**config.mk**
```make
export PLATFORM = sky130hd
export DESIGN_NAME = lsu_ctrl
export DESIGN_NICKNAME = d
export VERILOG_FILES = /design/src/rtl/lsu_pkg.sv /design/src/rtl/lsu_ld_align.sv /design/src/rtl/lsu_ctrl.sv
export SDC_FILE = /design/constraint.sdc
export NUM_CORES = 1
export LEC_CHECK = 0
export CAP_MARGIN = 20
export CORE_MARGIN = 5
export CORE_UTILIZATION = 30
export CTS_BUF_LIST = sky130_fd_sc_hd__clkbuf_8
export DETAILED_ROUTE_END_ITERATION = 10
export DONT_BUFFER_PORTS = 1
export PLACE_DENSITY = 0.56
export RECOVER_POWER = 50
export SKIP_LAST_GASP = 1
export SYNTH_ARGS = -nofsm -noshare
export SYNTH_HDL_FRONTEND = slang
export SYNTH_HIERARCHICAL = 1
export SYNTH_SLANG_ARGS = --single-unit
export TNS_END_PERCENT = 100
```
**constraint.sdc**
```tcl
create_clock -name i_clk -period 2 [get_ports i_clk]
set_input_delay 0.3 -clock i_clk [delete_from_list [all_inputs] [get_ports i_clk]]
set_output_delay 0.3 -clock i_clk [all_outputs]
set_load 0.02 [all_outputs]
```
**src/rtl/lsu_pkg.sv**
```systemverilog
// Shared definitions for the load/store unit.
//   lsu_state_e  : controller states
//   F3_*         : RV32I load/store funct3 encodings
//   be_for()     : byte enables for an access size and byte offset
//   st_lanes()   : store data replicated across the byte lanes
//   misaligned() : access error check (alignment, illegal funct3, unsigned store)
package lsu_pkg;

    typedef enum logic [1:0] {
        IDLE = 2'd0,
        REQ  = 2'd1,
        WAIT = 2'd2,
        RESP = 2'd3
    } lsu_state_e;

    localparam logic [2:0] F3_B  = 3'b000;
    localparam logic [2:0] F3_H  = 3'b001;
    localparam logic [2:0] F3_W  = 3'b010;
    localparam logic [2:0] F3_BU = 3'b100;
    localparam logic [2:0] F3_HU = 3'b101;

    // Only funct3[1:0] selects the size; the unsigned bit does not change lanes.
    function automatic logic [3:0] be_for(input logic [2:0] funct3, input logic [1:0] off);
        logic [3:0] be;
        be = 4'b0000;
        case (funct3[1:0])
            2'b00:   be = 4'b0001 << off;
            2'b01:   be = 4'b0011 << {off[1], 1'b0};
            2'b10:   be = 4'b1111;
            default: be = 4'b0000;
        endcase
        return be;
    endfunction

    function automatic logic [31:0] st_lanes(input logic [2:0] funct3, input logic [31:0] st);
        logic [31:0] lanes;
        lanes = st;
        case (funct3[1:0])
            2'b00:   lanes = {4{st[7:0]}};
            2'b01:   lanes = {2{st[15:0]}};
            default: lanes = st;
        endcase
        return lanes;
    endfunction

    function automatic logic misaligned(input logic we, input logic [2:0] funct3,
                                        input logic [1:0] off);
        logic err;
        err = 1'b0;
        case (funct3)
            F3_B, F3_BU: err = 1'b0;
            F3_H, F3_HU: err = off[0];
            F3_W:        err = (off != 2'b00);
            default:     err = 1'b1;
        endcase
        // There are no unsigned store variants.
        if (we && funct3[2]) begin
            err = 1'b1;
        end
        return err;
    endfunction

endpackage

```
**src/rtl/lsu_ld_align.sv**
```systemverilog
// Load data aligner (combinational).
//   rdata  in  32  raw memory word
//   off    in  2   byte offset of the access within the word
//   funct3 in  3   load type (B/H/W/BU/HU)
//   ld_val out 32  selected byte/half/word, sign- or zero-extended
module lsu_ld_align
    import lsu_pkg::*;
(
    input  logic [31:0] rdata,
    input  logic [1:0]  off,
    input  logic [2:0]  funct3,
    output logic [31:0] ld_val
);

    logic [7:0]  byte_sel;
    logic [15:0] half_sel;

    always_comb begin
        byte_sel = rdata[7:0];
        case (off)
            2'd0:    byte_sel = rdata[7:0];
            2'd1:    byte_sel = rdata[15:8];
            2'd2:    byte_sel = rdata[23:16];
            default: byte_sel = rdata[31:24];
        endcase
        half_sel = off[1] ? rdata[31:16] : rdata[15:0];
    end

    always_comb begin
        ld_val = 32'd0;
        case (funct3)
            F3_B:    ld_val = {{24{byte_sel[7]}}, byte_sel};
            F3_BU:   ld_val = {24'd0, byte_sel};
            F3_H:    ld_val = {{16{half_sel[15]}}, half_sel};
            F3_HU:   ld_val = {16'd0, half_sel};
            F3_W:    ld_val = rdata;
            default: ld_val = 32'd0;
        endcase
    end

endmodule

```
**src/rtl/lsu_ctrl.sv**
```systemverilog
// Load/store unit controller: takes the ALU effective address, runs a
// req/gnt/rvalid handshake with data memory, one operation outstanding.
//   i_clk, i_reset                 clock, synchronous active-high reset
//   i_req_valid / o_req_ready      op handshake from the core
//   i_lsu_we, i_lsu_funct3         store flag and RV32I size/sign encoding
//   i_lsu_addr, i_st_data          effective address, rs2 store data
//   o_resp_valid                   one-cycle completion pulse
//   o_ld_data, o_misaligned        load result / access error, valid with resp
//   o_mem_req/we/addr/be/wdata     memory request side (word address)
//   i_mem_gnt                      memory accepted the request
//   i_mem_rvalid, i_mem_rdata      read data return
//
// state | meaning
// IDLE  | ready for a new op
// REQ   | memory request asserted, held until gnt
// WAIT  | load granted, waiting for rvalid
// RESP  | one-cycle response to the core
module lsu_ctrl
    import lsu_pkg::*;
#(
    parameter int ADDR_W = 32,
    parameter int DATA_W = 32
) (
    input  logic              i_clk,
    input  logic              i_reset,
    input  logic              i_req_valid,
    output logic              o_req_ready,
    input  logic              i_lsu_we,
    input  logic [2:0]        i_lsu_funct3,
    input  logic [ADDR_W-1:0] i_lsu_addr,
    input  logic [DATA_W-1:0] i_st_data,
    output logic              o_resp_valid,
    output logic [DATA_W-1:0] o_ld_data,
    output logic              o_misaligned,
    output logic              o_mem_req,
    input  logic              i_mem_gnt,
    output logic              o_mem_we,
    output logic [ADDR_W-1:0] o_mem_addr,
    output logic [3:0]        o_mem_be,
    output logic [DATA_W-1:0] o_mem_wdata,
    input  logic              i_mem_rvalid,
    input  logic [DATA_W-1:0] i_mem_rdata
);

    lsu_state_e        state_q, state_d;
    logic              we_q;
    logic [2:0]        f3_q;
    logic [1:0]        off_q;
    logic [ADDR_W-1:0] addr_q;
    logic [3:0]        be_q;
    logic [DATA_W-1:0] wdata_q;
    logic              err_q;
    logic [DATA_W-1:0] ld_q;
    logic [31:0]       ld_val;
    logic              accept;
    logic              acc_err;

    assign accept  = i_req_valid && (state_q == IDLE);
    assign acc_err = misaligned(i_lsu_we, i_lsu_funct3, i_lsu_addr[1:0]);

    lsu_ld_align u_ld_align (
        .rdata  (i_mem_rdata),
        .off    (off_q),
        .funct3 (f3_q),
        .ld_val (ld_val)
    );

    always_ff @(posedge i_clk) begin
        if (i_reset) begin
            state_q <= IDLE;
            we_q    <= 1'b0;
            f3_q    <= 3'd0;
            off_q   <= 2'd0;
            addr_q  <= '0;
            be_q    <= 4'd0;
            wdata_q <= '0;
            err_q   <= 1'b0;
            ld_q    <= '0;
        end else begin
            state_q <= state_d;
            if (accept) begin
                we_q    <= i_lsu_we;
                f3_q    <= i_lsu_funct3;
                off_q   <= i_lsu_addr[1:0];
                addr_q  <= {i_lsu_addr[ADDR_W-1:2], 2'b00};
                be_q    <= be_for(i_lsu_funct3, i_lsu_addr[1:0]);
                wdata_q <= st_lanes(i_lsu_funct3, i_st_data);
                err_q   <= acc_err;
                // Stores and errors report zero load data.
                ld_q    <= '0;
            end else if ((state_q == WAIT) && i_mem_rvalid) begin
                ld_q    <= ld_val;
            end
        end
    end

    always_comb begin
        state_d = state_q;
        case (state_q)
            IDLE: begin
                if (i_req_valid) begin
                    state_d = acc_err ? RESP : REQ;
                end
            end
            REQ: begin
                if (i_mem_gnt) begin
                    state_d = we_q ? RESP : WAIT;
                end
            end
            WAIT: begin
                if (i_mem_rvalid) begin
                    state_d = RESP;
                end
            end
            RESP:    state_d = IDLE;
            default: state_d = IDLE;
        endcase
    end

    assign o_req_ready  = (state_q == IDLE);
    assign o_resp_valid = (state_q == RESP);
    assign o_misaligned = (state_q == RESP) && err_q;
    assign o_ld_data    = ld_q;
    assign o_mem_req    = (state_q == REQ);
    assign o_mem_we     = (state_q == REQ) && we_q;
    assign o_mem_addr   = addr_q;
    assign o_mem_be     = be_q;
    assign o_mem_wdata  = wdata_q;

endmodule

```
==> flow_summary.yaml, run 1 <==
run_status:
  status: "finished, final reports clean"
grt:
  grt.overflow.total: 0
  grt_pass1_vias: 4283
  track_usage_pct: 14.9
  grt_pass1_wl_um: 24200
  grt_max_degree: 72
  antenna_found_initial: 0
floorplanning:
  die_x_um: 144
  core_region_area_um2: 17400
  initial_core_util_pct: 30.7
  io_pins: 210
  row_count: 48
  dieArea_um2: 20600
  dieHeight_um: 144
routing:
  routedWlPerCell_um: 18.8
  drt-total-wl_um: 15800
  detail_route.iter0.violations: 304
  viasPerCell: 5.24
  drtAntennaViolNets: 0
  drt_first_pass_iters: 4
  dr_total_vias: 4403
  drcViolationCount: 0
worst_setup_path:
  cp-end-kind: "register"
  worst-path-max-fanout: 33
  slowest_stage: "a211o_1"
  worstRegToRegCells: 6
  r2r-start: "off_q[1]"
  crit_type: "register to register"
  reg2reg_slack_ps: 230
  crit_path_start_kind: "register"
  worst_path_largest_cell_delay_ps: 570
  critical_path_depth: 6
  crit_family: "compound AO/OA/AOI/OAI gates"
  crit_chain: "buf_12 > nand2b_1 > a211o_1 > o211ai_1 > nand2_1 > a21oi_1"
  cp-startpoint: "off_q[1]"
  endpoint: "o_ld_data[16]"
  timing.rr.end: "o_ld_data[16]"
  arrival_ps: 2030
  path_buf_inv: 1
  worstPathRequired_ps: 2260
synth:
  ys_warn_count: 6
  syn_inst: 637
  ys_ff_latch: 107
  async_flop_share_pct: 0
  syn_avg_cell_area_um2: 8.40
  yosysSeqAreaShare_pct: 40.0
  synth-edff-count: 0
  synth.distinct_cells: 50
  synthFlopType: "dfxtp_1"
  syn_area_um2: 5350
sta:
  worstMarginPinSlew_ps: 690
  final_max_slew_viol_count: 0
  post-route-min-period_ps: 1770
  finalSetupViolations: 0
  final.setup.tns_ps: 0
  skew_ps: 16.0
  layout_setup_ws_ps: 228
  rsz0062_at_grt: "false"
  hold_violations: 0
  fin_crit_sh_pct: 88.6
  max_freq_ghz: 0.564
  worst_slew_margin_rel_pct: 54.0
layout:
  drive_gt1_share_pct: 14.0
  seq_area_um2: 2140
  antenna_cells: 0
  fill_cells: 1917
  fin_nets: 721
  multi_input_area_um2: 2860
  area_growth_pct: 6.52
  layout.cells.non_filler: 841
  final_util_pct: 32.7
  layout_commonest_cell: "nand2_1"
  layout_common_cells: "181 x nand2_1, 107 x dfxtp_1, 83 x a21oi_1, 30 x nor2_1, 25 x mux2i_1"
min_path:
  worstHoldStart: "i_st_data[7]"
  hold_class: "input pin to register"
clocking:
  cts_inserted_buffers: 9
  clock_sinks: 107
  htreeDepth: 3
  ctsRootBufferMaster: "clkbuf_8"
  clockBufferDepth: 2
  cts_resized: 0
  insertion_delay_ps: 380
  clk_pin_slew_worst_paths_ps: 120
  cts_tree: "yes"
placed_design:
  pre_cts_slack_ps: 229
  port_buffers: 0
  place_congestion: 0.844
  dp_hpwl_um: 11400
  dp.cells: 824
pwr:
  finalPower_mw: 6.90
  power_density_nw_per_um2: 1210
  peakVddDrop_mv: 0.522
  p_leak_nw: 1.96
flow_run:
  drv_cap: 0
power by group:
part | internal (mW) | switching (mW)
combinational | 0.889 | 1.32
sequential | 2.52 | 0.726
clock | 0.616 | 0.832
worst register-to-register path, delay by kind of cell (launching register included):
| family | cells | cell delay (ps) |
|---|---|---|
| compound gates | 3 | 810 |
| buf+inv | 1 | 220 |
| flops | 1 | 390 |
| simple gates | 2 | 230 |
worst min-delay path by stage:
stage / slack, ps / depth (start not counted) / endpoint
after global placement: 380 / 1 / o_mem_addr[3]
after floorplan: 430 / 2 / err_q
after detailed placement: 380 / 1 / o_mem_addr[3]
final: 30 / 2 / o_mem_wdata[7]
after global routing: 9 / 2 / o_mem_wdata[7]
after CTS: 3 / 2 / o_mem_wdata[7]
area by class of cell:
| class | count | share of cell area (%) |
|---|---|---|
| multi-input combinational | 470 | 50.1 |
| sequential | 107 | 37.6 |
| tap | 225 | 4.94 |
| timing repair buffer | 19 | 3.45 |
| clock buffer | 9 | 2.17 |
| clock inverter | 7 | 1.54 |
| inverter | 4 | 0.263 |
timing repair:
| item | 4_1_cts | 5_1_grt |
|---|---|---|
| buffers inserted | 0 | 0 |
| hold buffers | 1 | 0 |
| endpoints found under the hold margin | 71 | 0 |
routing by layer:
layer  part of all wire [%]  track usage [%]  vias to the layer above
met3                     14             7.99                       11
met4                    1.1             4.31                        0
met1                     39             17.9                     2058
li1                       -                -                     2158
met2                     45             23.2                      176
met5                      0                0                        -
kinds of logic (layout without fill, tap and decap cells):
group                    after synthesis  after routing  synth area share, %
AND/OR/NAND/NOR                      262            262                 20.5
AO/OA/AOI/OAI                        168            168                 24.2
multiplexers                          33             33                 7.20
flip-flops                           107            107                 40.0
adder cells (fa/ha/maj)                5              5                 1.17
buffers and inverters                 61             39                 6.80
other                                  1              2               0.0701
cell usage after synthesis (4+ instances only):
master	count	area [µm²]
mux2_2	4	45.0
nand2b_1	10	62.6
clkbuf_1	20	75.1
buf_2	15	75.1
and2_1	4	25.0
dfxtp_1	107	2140
or2_2	4	25.0
a211oi_2	8	100
buf_6	9	101
o221ai_1	8	70.1
nand2_1	182	683
ha_1	5	62.6
mux2i_1	25	250
o211ai_1	6	45.0
a311oi_1	9	78.8
buf_4	13	97.6
o2bb2ai_1	6	52.6
a311oi_2	8	120
a21oi_1	83	415
nand3_1	19	95.1
nor2_1	30	113
a22oi_2	8	100
inv_1	4	15.0
o211ai_2	10	125
flip-flops by register name (all words and copies together), names as in the netlist:
name	flops
state_q	2
o_mem_be	4
o_mem_addr	30
err_q	1
o_mem_wdata	32
o_ld_data	32
we_q	1
f3_q	3
off_q	2
through the flow:
step | hold slack (ps) | instance area (µm²)
6_report | 31.8 | 5700
5_1_grt | 9.48 | 5700
4_1_cts | 3.22 | 5710
3_5_place_dp | 379 | 5470
3_3_place_gp | 377 | 5470
2_1_floorplan | 432 | 5360
Power figures use the tool's default switching activity.
==> run 2, diff against run 1 <==
--- a/config.mk
+++ b/config.mk
@@ -9,3 +9,3 @@
 export CORE_MARGIN = 5
-export CORE_UTILIZATION = 30
+export CORE_UTILIZATION = 40
 export CTS_BUF_LIST = sky130_fd_sc_hd__clkbuf_8
@@ -13,3 +13,3 @@
 export DONT_BUFFER_PORTS = 1
-export PLACE_DENSITY = 0.56
+export PLACE_DENSITY = 0.65
 export RECOVER_POWER = 50
--- a/constraint.sdc
+++ b/constraint.sdc
@@ -3,2 +3,2 @@
 set_output_delay 0.3 -clock i_clk [all_outputs]
-set_load 0.02 [all_outputs]
+set_load 0.005 [all_outputs]
==> run 2 against run 1 <==
  * Design area down 1.8%
  * Clock skew down 4.5 ps
  * Non-clock buffer count down 1
  * Sequential power down 11%
  * Via count up 3.0%
  * Global-route usage up 4.0 points
==> flow_summary.yaml, run 2 (same netlist as run 1, synthesis figures left out) <==
sta:
  worst_slew_margin_rel_pct: 56.1
  fin_crit_sh_pct: 90.2
  layout_setup_ws_ps: 196
  finalSetupViolations: 0
  max_freq_ghz: 0.554
  hold_violations: 0
  worstMarginPinSlew_ps: 659
  final_max_slew_viol_count: 0
  skew_ps: 11.5
  rsz0062_at_grt: "false"
  final.setup.tns_ps: 0
  post-route-min-period_ps: 1800
placed_design:
  pre_cts_slack_ps: 221
  port_buffers: 0
  place_congestion: 0.875
  dp_hpwl_um: 11200
routing:
  dr_wl_met2_um: 7440
  detail_route.iter0.violations: 243
  drt-total-wl_um: 15200
  drtAntennaViolNets: 0
  met1_length_um: 5660
  drcViolationCount: 0
  top_layer: "met4"
  drt_first_pass_iters: 4
  routedWlPerCell_um: 19.2
  viasPerCell: 5.74
  wl_met3_um: 1830
  dr_total_vias: 4534
worst_setup_path:
  crit_type: "register to register"
  worst-path-max-fanout: 20
  arrival_ps: 2080
  cp-end-kind: "register"
  crit_path_start_kind: "register"
  worstPathRequired_ps: 2270
layout:
  antenna_cells: 0
  fill_cells: 1336
  area_growth_pct: 4.65
  final_util_pct: 42.5
  layout_commonest_cell: "nand2_1"
  layout_common_cells: "182 x nand2_1, 107 x dfxtp_1, 83 x a21oi_1, 30 x nor2_1, 25 x mux2i_1"
  fin_nets: 720
  drive_gt1_share_pct: 13.4
pwr:
  sequentialPowerShare_pct: 45.3
  power.share.clock_pct: 20.8
  p_comb_share_pct: 33.8
  p_sw_share_pct: 37.1
  p_leak_nw: 1.95
  switchingPower_mw: 2.35
  peakVddDrop_mv: 0.596
  p_int_mw: 3.98
  power_density_nw_per_um2: 1130
clocking:
  cts_tree: "yes"
  clk_pin_slew_worst_paths_ps: 100
  cts_inserted_buffers: 9
  clock_sinks: 107
  insertion_delay_ps: 370
  htreeDepth: 3
  clockBufferDepth: 2
  cts_resized: 0
  ctsRootBufferMaster: "clkbuf_8"
floorplanning:
  dieHeight_um: 126
  dieArea_um2: 15800
  die_x_um: 126
  core_region_area_um2: 13200
  io_pins: 210
  initial_core_util_pct: 40.6
  row_count: 42
min_path:
  hold_class: "input pin to register"
grt:
  grt_max_degree: 72
  grt_pass1_vias: 4481
  track_usage_pct: 18.9
  antenna_found_initial: 0
  grt.overflow.total: 0
  grt_pass1_wl_um: 24300
flow_run:
  drv_cap: 0
run_status:
  status: "finished, final reports clean"
run 2: path summary, 6_finish.rpt:
check / start / end / slack [ps] / cells past startpoint
max: state_q[0] / o_mem_wdata[11] / 200 / 6
min: i_st_data[7] / o_mem_wdata[7] / 50 / 2
max reg2reg: state_q[0] / o_mem_wdata[11] / 200 / 6
min reg2reg: we_q / we_q / 480 / 2
run 2: layout make-up:
cell class              instances  area (µm²)  area share (%)
clock buffers                  10         138            2.46
repair buffers                 18         180            3.22
flip-flops and latches        107        2140            38.2
well taps                     176         220            3.93
clock inverters                 5        53.8           0.960
multi-input cells             470        2850            50.9
inverters                       4        15.0           0.268
run 2: critical path, stage by stage (launching register included):
cell	delay, ps
dfxtp_1	350
inv_1	160
ha_1	300
and2_4	340
buf_4	200
nor2_1	60
a311oi_1	310
run 2: per-stage QoR:
step           power (mW)  cell area, µm²  cells  hold slack, ps
2_1_floorplan        4.63            5360    638             432
3_3_place_gp         4.95            5380    774             375
3_5_place_dp         5.04            5380    774             379
4_1_cts              6.39            5600    790            17.2
5_1_grt              6.77            5600    790            22.8
6_report             6.33            5600    790            45.8
run 2: repair_timing:
action | CTS | global route
hold buffers | 1 | 0
setup buffers | 0 | 0
hold endpoints to repair | 71 | 0
run 2: power by group through the flow:
stage | Combinational (mW) | Clock, mW | Sequential (mW)
2_1_floorplan | 1.84 | 0 | 2.79
3_3_place_gp | 2.04 | 0 | 2.91
3_5_place_dp | 2.12 | 0 | 2.92
4_1_cts | 2.15 | 1.36 | 2.88
5_1_grt | 2.40 | 1.45 | 2.93
6_report | 2.14 | 1.32 | 2.87
run 2: per-layer routing:
layer | global-route usage (%) | up-vias
met4 | 5.87 | 0
met1 | 20.9 | 2150
met5 | 0 | -
met3 | 9.61 | 18
met2 | 31.8 | 214
li1 | - | 2152
==> run 3, diff against run 2 <==
CAP_MARGIN = not set   (was 20)
CTS_BUF_LIST = sky130_fd_sc_hd__clkbuf_8 sky130_fd_sc_hd__clkbuf_16   (was sky130_fd_sc_hd__clkbuf_8)
==> run 3 against run 2 <==
  * Cell count unchanged
  * Register-to-register slack gained 20 ps
  * Die area is the same
  * Critical path depth is the same
  * Clock skew is 3.6 ps lower
  * Sequential cell count unchanged
==> flow_summary.yaml, run 3 (same netlist as run 1, synthesis figures left out) <==
run_status:
  status: "finished, final reports clean"
pwr:
  power_density_nw_per_um2: 1190
  peakVddDrop_mv: 0.570
  finalPower_mw: 6.74
  p_leak_nw: 1.98
placed_design:
  port_buffers: 0
  dp_hpwl_um: 11200
  place_congestion: 0.875
routing:
  drt-total-wl_um: 15100
  detail_route.iter0.violations: 308
  drt_first_pass_iters: 5
  drtAntennaViolNets: 0
  dr_total_vias: 4513
  viasPerCell: 5.71
  routedWlPerCell_um: 19.1
  drcViolationCount: 0
grt:
  grt_max_degree: 75
  track_usage_pct: 18.8
  antenna_found_initial: 0
  grt.overflow.total: 0
  grt_pass1_vias: 4506
  grt_pass1_wl_um: 24300
worst_setup_path:
  crit_type: "register to register"
  worst_path_largest_cell_delay_ps: 540
  crit_chain: "buf_4 > nand2b_1 > a211o_1 > o211ai_1 > nand2_1 > a21oi_1"
  crit_family: "compound AO/OA/AOI/OAI gates"
  crit_path_start_kind: "register"
  cp-end-kind: "register"
  arrival_ps: 2000
  r2r-start: "off_q[1]"
  worstPathRequired_ps: 2220
  path_buf_inv: 1
  slowest_stage: "a211o_1"
  worst-path-max-fanout: 16
  cp-startpoint: "off_q[1]"
clocking:
  htreeDepth: 3
  cts_tree: "yes"
  cts_inserted_buffers: 9
  cts_resized: 0
  clockBufferDepth: 2
  ctsRootBufferMaster: "clkbuf_16"
  clk_pin_slew_worst_paths_ps: 70
  clock_sinks: 107
  insertion_delay_ps: 340
layout:
  layout_common_cells: "182 x nand2_1, 107 x dfxtp_1, 83 x a21oi_1, 30 x nor2_1, 25 x mux2i_1"
  fin_nets: 720
  layout_commonest_cell: "nand2_1"
  multi_input_area_um2: 2850
  area_growth_pct: 6.22
  fill_cells: 1329
  drive_gt1_share_pct: 13.2
  final_util_pct: 43.1
  seq_area_um2: 2140
  antenna_cells: 0
floorplanning:
  dieHeight_um: 126
  io_pins: 210
  initial_core_util_pct: 40.6
  row_count: 42
  core_region_area_um2: 13200
  dieArea_um2: 15800
  die_x_um: 126
sta:
  max_freq_ghz: 0.559
  worst_slew_margin_rel_pct: 56.7
  finalSetupViolations: 0
  fin_crit_sh_pct: 89.4
  worstMarginPinSlew_ps: 650
  skew_ps: 7.94
  final_max_slew_viol_count: 0
  final.setup.tns_ps: 0
  post-route-min-period_ps: 1790
  rsz0062_at_grt: "false"
  hold_violations: 0
min_path:
  worstHoldStart: "i_reset"
  hold_class: "input pin to register"
flow_run:
  drv_cap: 0
## run 3: worst reg2reg max path: stages, from the launching register on
cell and delay [ps]:
dfxtp_1 460, buf_4 200, nand2b_1 110, a211o_1 550, o211ai_1 190, nand2_1 110
a21oi_1 60
## run 3: final timing paths
path                                       end  slack (ps)  cells after the start
worst min-delay path            o_mem_addr[12]          30                      1
worst min register to register   o_mem_addr[9]         480                      2
worst max-delay path             o_ld_data[28]         210                      6
worst max register to register   o_ld_data[28]         210                      6
## run 3: metal layers
metal / global-route usage, % / vias to the layer above / share of wire [%]
li1: - / 2153 / -
met1: 21.0 / 2125 / 38
met2: 31.5 / 205 / 48
met3: 8.93 / 30 / 12
met4: 6.82 / 0 / 2.4
met5: 0 / - / 0
## run 3: metrics by stage
stage          cells  worst slack [ps]  instance area [µm²]  hold slack [ps]
6_report         790               212                 5690             32.1
5_1_grt          790              27.4                 5690             4.43
4_1_cts          789               208                 5680             2.97
3_5_place_dp     774               221                 5380              379
3_3_place_gp     774               271                 5380              375
2_1_floorplan    638               496                 5360              432
## run 3: repair_timing
item	CTS	global route
setup buffers	0	0
hold buffers	0	1
endpoints found under the hold margin	0	2
## run 3: layout make-up
type	instances	area share, %
multi-input cells	470	50.2
flip-flops and latches	107	37.7
inverters	4	0.264
well taps	176	3.87
clock buffers	10	4.20
repair buffers	18	2.86
clock inverters	5	0.946
## run 3: report_power, final
group,total [mW],internal (mW),switching (mW)
Clock,1.75,0.994,0.758
Combinational,2.11,0.859,1.25
Sequential,2.87,2.52,0.354
Total,6.74,4.37,2.37
